==> config.mk <==
export PLATFORM = sky130hd
export DESIGN_NAME = toggle_pulse_gen
export DESIGN_NICKNAME = d
export VERILOG_FILES = /design/src/rtl/toggle_pulse_pkg.sv /design/src/rtl/sync_2ff.sv /design/src/rtl/toggle_pulse_gen.sv
export SDC_FILE = /design/constraint.sdc
export NUM_CORES = 1
export LEC_CHECK = 0
export CAP_MARGIN = 20
export CORE_ASPECT_RATIO = 0.8
export CORE_MARGIN = 2
export CORE_UTILIZATION = 29
export CTS_CLUSTER_SIZE = 30
export DETAILED_ROUTE_END_ITERATION = 10
export MAX_ROUTING_LAYER = met4
export SYNTH_ARGS = -nofsm -noshare
export SYNTH_HDL_FRONTEND = slang
export SYNTH_SLANG_ARGS = --single-unit
==> constraint.sdc <==
create_clock -name clk -period 1.2 [get_ports clk]
set_input_delay 0.18 -clock clk [delete_from_list [all_inputs] [get_ports clk]]
set_output_delay 0.18 -clock clk [all_outputs]
set_load 0.02 [all_outputs]
==> src/rtl/toggle_pulse_pkg.sv <==
// Shared types and defaults for the push-button to toggle-pulse front end.
// Used by toggle_pulse_gen (optional auto-repeat: TOGGLE_PULSE_GEN_AUTO_REPEAT_EN).
package toggle_pulse_pkg;

    typedef enum logic [1:0] {
        ST_IDLE        = 2'd0,
        ST_DEB_PRESS   = 2'd1,
        ST_PRESSED     = 2'd2,
        ST_DEB_RELEASE = 2'd3
    } state_t;

    localparam int DEBOUNCE_CYCLES_DEF = 4;
    localparam int REPEAT_CYCLES_DEF   = 16;

    // Counter width for a timer that runs 0..v-1, never narrower than one bit.
    function automatic int clog2_min1(input int v);
        return (v <= 2) ? 1 : $clog2(v);
    endfunction

endpackage

==> src/rtl/sync_2ff.sv <==
// Two-flop synchronizer for a single asynchronous input bit.
module sync_2ff (
    input  logic clk,
    input  logic rst_n,
    input  logic d_i,
    output logic q_o
);

    logic s1_q;
    logic s2_q;

    // Metastability filter: first flop may go metastable, second presents a settled value.
    always_ff @(posedge clk or negedge rst_n) begin
        if (!rst_n) begin
            s1_q <= 1'b0;
            s2_q <= 1'b0;
        end else begin
            s1_q <= d_i;
            s2_q <= s1_q;
        end
    end

    assign q_o = s2_q;

endmodule

==> src/rtl/toggle_pulse_gen.sv <==
// Raw button -> synchronizer -> debounce FSM -> one-cycle toggle pulse plus pulse counter.
// Define TOGGLE_PULSE_GEN_AUTO_REPEAT_EN to re-pulse periodically while the button is held.
module toggle_pulse_gen
    import toggle_pulse_pkg::*;
#(
    parameter int DEBOUNCE_CYCLES = DEBOUNCE_CYCLES_DEF,
    parameter int REPEAT_CYCLES   = REPEAT_CYCLES_DEF,
    parameter int PCNT_W          = 8
) (
    input  logic              clk,
    input  logic              rst,
    input  logic              btn_in,
    output logic              t_pulse,
    output logic              btn_level,
    output logic [PCNT_W-1:0] press_cnt
);

    localparam int CNT_W = clog2_min1(DEBOUNCE_CYCLES);

    logic              btn_sync_s;
    state_t            state_q,  state_d;
    logic [CNT_W-1:0]  cnt_q,    cnt_d;
    logic              pulse_q,  pulse_d;
    logic              level_q,  level_d;
    logic [PCNT_W-1:0] pcnt_q,   pcnt_d;

`ifdef TOGGLE_PULSE_GEN_AUTO_REPEAT_EN
    localparam int RPT_W = clog2_min1(REPEAT_CYCLES);
    logic [RPT_W-1:0]  rpt_q,    rpt_d;
`endif

    sync_2ff u_sync (
        .clk   (clk),
        .rst_n (rst),
        .d_i   (btn_in),
        .q_o   (btn_sync_s)
    );

    // Debounce next-state, timer, pulse and counter updates.
    always_comb begin
        state_d = state_q;
        cnt_d   = cnt_q;
        pulse_d = 1'b0;
        pcnt_d  = pcnt_q;
`ifdef TOGGLE_PULSE_GEN_AUTO_REPEAT_EN
        rpt_d   = RPT_W'(0);
`endif
        case (state_q)
            ST_IDLE: begin
                if (btn_sync_s) begin
                    state_d = ST_DEB_PRESS;
                    cnt_d   = CNT_W'(0);
                end else begin
                    state_d = ST_IDLE;
                end
            end
            ST_DEB_PRESS: begin
                if (!btn_sync_s) begin
                    state_d = ST_IDLE;
                end else if (cnt_q == CNT_W'(DEBOUNCE_CYCLES - 1)) begin
                    state_d = ST_PRESSED;
                    pulse_d = 1'b1;
                    pcnt_d  = pcnt_q + PCNT_W'(1);
                end else begin
                    cnt_d   = cnt_q + CNT_W'(1);
                end
            end
            ST_PRESSED: begin
                if (!btn_sync_s) begin
                    state_d = ST_DEB_RELEASE;
                    cnt_d   = CNT_W'(0);
`ifdef TOGGLE_PULSE_GEN_AUTO_REPEAT_EN
                end else if (rpt_q == RPT_W'(REPEAT_CYCLES - 1)) begin
                    pulse_d = 1'b1;
                    pcnt_d  = pcnt_q + PCNT_W'(1);
                end else begin
                    rpt_d   = rpt_q + RPT_W'(1);
                end
`else
                end else begin
                    state_d = ST_PRESSED;
                end
`endif
            end
            ST_DEB_RELEASE: begin
                if (btn_sync_s) begin
                    state_d = ST_PRESSED;
                end else if (cnt_q == CNT_W'(DEBOUNCE_CYCLES - 1)) begin
                    state_d = ST_IDLE;
                end else begin
                    cnt_d   = cnt_q + CNT_W'(1);
                end
            end
            default: begin
                state_d = ST_IDLE;
                cnt_d   = CNT_W'(0);
            end
        endcase
        level_d = (state_d == ST_PRESSED) || (state_d == ST_DEB_RELEASE);
    end

    // State and all outputs registered together so they change on the same edge.
    always_ff @(posedge clk or negedge rst) begin
        if (!rst) begin
            state_q <= ST_IDLE;
            cnt_q   <= CNT_W'(0);
            pulse_q <= 1'b0;
            level_q <= 1'b0;
            pcnt_q  <= PCNT_W'(0);
`ifdef TOGGLE_PULSE_GEN_AUTO_REPEAT_EN
            rpt_q   <= RPT_W'(0);
`endif
        end else begin
            state_q <= state_d;
            cnt_q   <= cnt_d;
            pulse_q <= pulse_d;
            level_q <= level_d;
            pcnt_q  <= pcnt_d;
`ifdef TOGGLE_PULSE_GEN_AUTO_REPEAT_EN
            rpt_q   <= rpt_d;
`endif
        end
    end

    assign t_pulse   = pulse_q;
    assign btn_level = level_q;
    assign press_cnt = pcnt_q;

endmodule

==> flow_metrics.env <==
export IMPL_vias_per_cell=4.61
export IMPL_synthArstFlopShare=1.00
export IMPL_final_cell_area_um2=995
export IMPL_grt_start_max_net_pins=16
export IMPL_antenna_found_initial=0
export IMPL_setup_viol=2
export IMPL_fin_crit_sh=1.02
export IMPL_die_height_um=46.6
export IMPL_n_antenna_cell=0
export IMPL_overflow=0
export IMPL_rr_worst_depth=3
export IMPL_cts_hold_buffers_added=0
export IMPL_start_kind="flop"
export IMPL_grt_pass1_vias=493
export IMPL_rsz0062_at_grt="yes"
export IMPL_syn_area_um2=657
export IMPL_max_cap_viol_count=0
export IMPL_avgSynthCellArea_um2=12.6
export IMPL_rows=15
export IMPL_cts_buffer_depth=2
export IMPL_synth_commonest_cells="15 x dfrtp_1, 6 x xor2_1, 4 x a21oi_1, 4 x nor2_1"
export IMPL_place_inst=102
export IMPL_synth_area_leaders="dfrtp_1 57%, xor2_1 8.0%, ha_1 5.7%"
export IMPL_post_route_util=0.461
export IMPL_hpwlAfterDp_um=867
export IMPL_nNetsFinal=92
export IMPL_ir_drop_mv=0.788
export IMPL_hold_violations=0
export IMPL_final_setup_worst_slack_ns=-0.0253
export IMPL_grt_first_pass_wirelength_mm=2.10
export IMPL_grt_usage=0.113
export IMPL_postRouteAntennaNets=0
export IMPL_dr_pass1_iters=4
export IMPL_synth_ff_type="dfrtp_1"
export IMPL_ys_seq_area_frac=0.571
export IMPL_slew_headroom=0.833
export IMPL_cts_num_sinks=15
export IMPL_fin_cells=110
export IMPL_synth_warnings=0
export IMPL_drc=0
export IMPL_clock_fmax_mhz=816
export IMPL_vias=507
export IMPL_cts_tree="built"
export IMPL_power_density_nw_per_um2=1420
export IMPL_status="finished, violations left"
export IMPL_initial_core_util=0.304
export IMPL_min_period_ns=1.23
export IMPL_synth_edff_count=0
export IMPL_portBuffers=12
export IMPL_finalPower_w=0.00141
export IMPL_cts_made_buffers=3
export IMPL_htreeDepth=1
export IMPL_cts_root_buf="clkbuf_4"
export IMPL_clk_latency_ns=0.28
export IMPL_arrival_ns=1.40
export IMPL_ios=13
export IMPL_yosysTopAreaCell="dfrtp_1"
export IMPL_routabilityCongestion=0.718
export IMPL_avgRoutedWirePerCell_um=12.0
export IMPL_cp_max_fo=8
export IMPL_leakage_nw=0.537
export IMPL_synth_top_area_frac=0.571
export IMPL_path_clk_slew_ns=0.09
export IMPL_wl_mm=1.32
export IMPL_critPathRequiredTime_ns=1.37
export IMPL_synth_seq_cells=15
export IMPL_maxSlewViolCount=0
export IMPL_syn_nets=58
export IMPL_fp_dieArea_um2=2660
export IMPL_drive_above_1_share=0.482
export IMPL_die_w_um=57.2
export IMPL_endpoint_kind="flop"
export IMPL_tightest_slew_ns=0.250
export IMPL_drt_iter0_markers=2
export IMPL_synthCells=52
export IMPL_postPlaceCellArea_um2=920
export IMPL_criticalPathCategory="flop to flop"
export IMPL_yosysMostFrequentCell="dfrtp_1"
export IMPL_synth_cell_types=17
export IMPL_area_growth_syn_to_layout_pct=51.4
export IMPL_violations="negative setup slack"
export IMPL_skew_ns=0.00243
export IMPL_core_um2=2160
export IMPL_hold_class="primary input to asynchronous set/reset pin"
export IMPL_setup_tns_ns=-0.0291
## cell type report
cell class | instances | area (um2)
fill | 188 | 1160
sequential | 15 | 378
multi-input combinational | 34 | 330
timing repair buffer | 29 | 216
tap | 25 | 31.3
clock buffer | 3 | 22.5
inverter | 3 | 11.3
clock inverter | 1 | 5.00
## critical path, stage by stage (launching register included)
cell and delay, ns:
dfrtp_1 0.40, ha_4 0.17, nand4b_4 0.20, mux2_4 0.35
## path summary, 6_finish.rpt
check                      slack [ns]        start            to
setup reg to reg                -0.03     cnt_q[0]  press_cnt[1]
hold / removal                   0.20          rst      cnt_q[1]
hold reg to reg                  0.36  u_sync.s1_q    u_sync.q_o
max in group asynchronous        0.82          rst    u_sync.q_o
setup / recovery                -0.03     cnt_q[0]  press_cnt[1]
min in group clk                 0.33       btn_in   u_sync.s1_q
## power by group
group	switching [W]	internal [W]	total (W)
combinational	0.000213	0.000250	0.000463
clock	0.000162	0.000124	0.000285
sequential	0.0000829	0.000579	0.000662
total	0.000457	0.000953	0.00141
## flip-flops by register name (all words and copies together), names as in the netlist
| register | count |
|---|---|
| btn_level | 1 |
| cnt_q | 2 |
| press_cnt | 8 |
| state_q | 1 |
| t_pulse | 1 |
| u_sync.q_o | 1 |
| u_sync.s1_q | 1 |
## stage by stage
stage                     hold WS [ns]  setup slack, ns
after detailed placement         0.349          -0.0346
after CTS                        0.193          -0.0233
after global placement           0.333         -0.00561
final                            0.199          -0.0253
after global routing             0.204          -0.0753
after floorplan                 -0.116           0.0168
## metal layers
metal | part of all wire | up-vias | track usage
met1 | 0.44 | 245 | 0.129
met2 | 0.49 | 14 | 0.177
li1 | - | 246 | -
met3 | 0.050 | 2 | 0.0197
met4 | 0.014 | 0 | 0.0977
met5 | 0 | - | -
## cells in the final DEF (no fill, tap or decap), drive strengths merged
cell / netlist / routed
nand2: 3 / 3
or3b: 1 / 1
nand3: 3 / 3
o22ai: 1 / 1
a21oi: 4 / 4
nor4: 1 / 1
dlygate4sd2: 0 / 1
nor2: 4 / 4
clkdlybuf4s50: 0 / 2
clkdlybuf4s15: 0 / 3
buf: 0 / 20
clkinv: 0 / 1
nor3: 2 / 2
mux2: 1 / 1
ha: 3 / 3
and4b: 1 / 1
nand4b: 1 / 1
clkbuf: 0 / 6
xnor2: 2 / 2
inv: 3 / 3
mux2i: 1 / 1
xor2: 6 / 6
dfrtp: 15 / 15
## logic make-up after synthesis
| logic type | synth area share |
|---|---|
| xor+xnor | 0.107 |
| simple gates | 0.175 |
| compound gates | 0.0400 |
| buf+inv | 0.0171 |
| mux | 0.0324 |
| flops | 0.571 |
| fa+ha+maj | 0.0571 |
## timing repair
action	4_1_cts	5_1_grt
setup endpoints to repair	15	17
resized for setup	25	14
pin swaps	5	4
setup buffers	1	3
No activity file was read; power rests on OpenSTA's default activity.
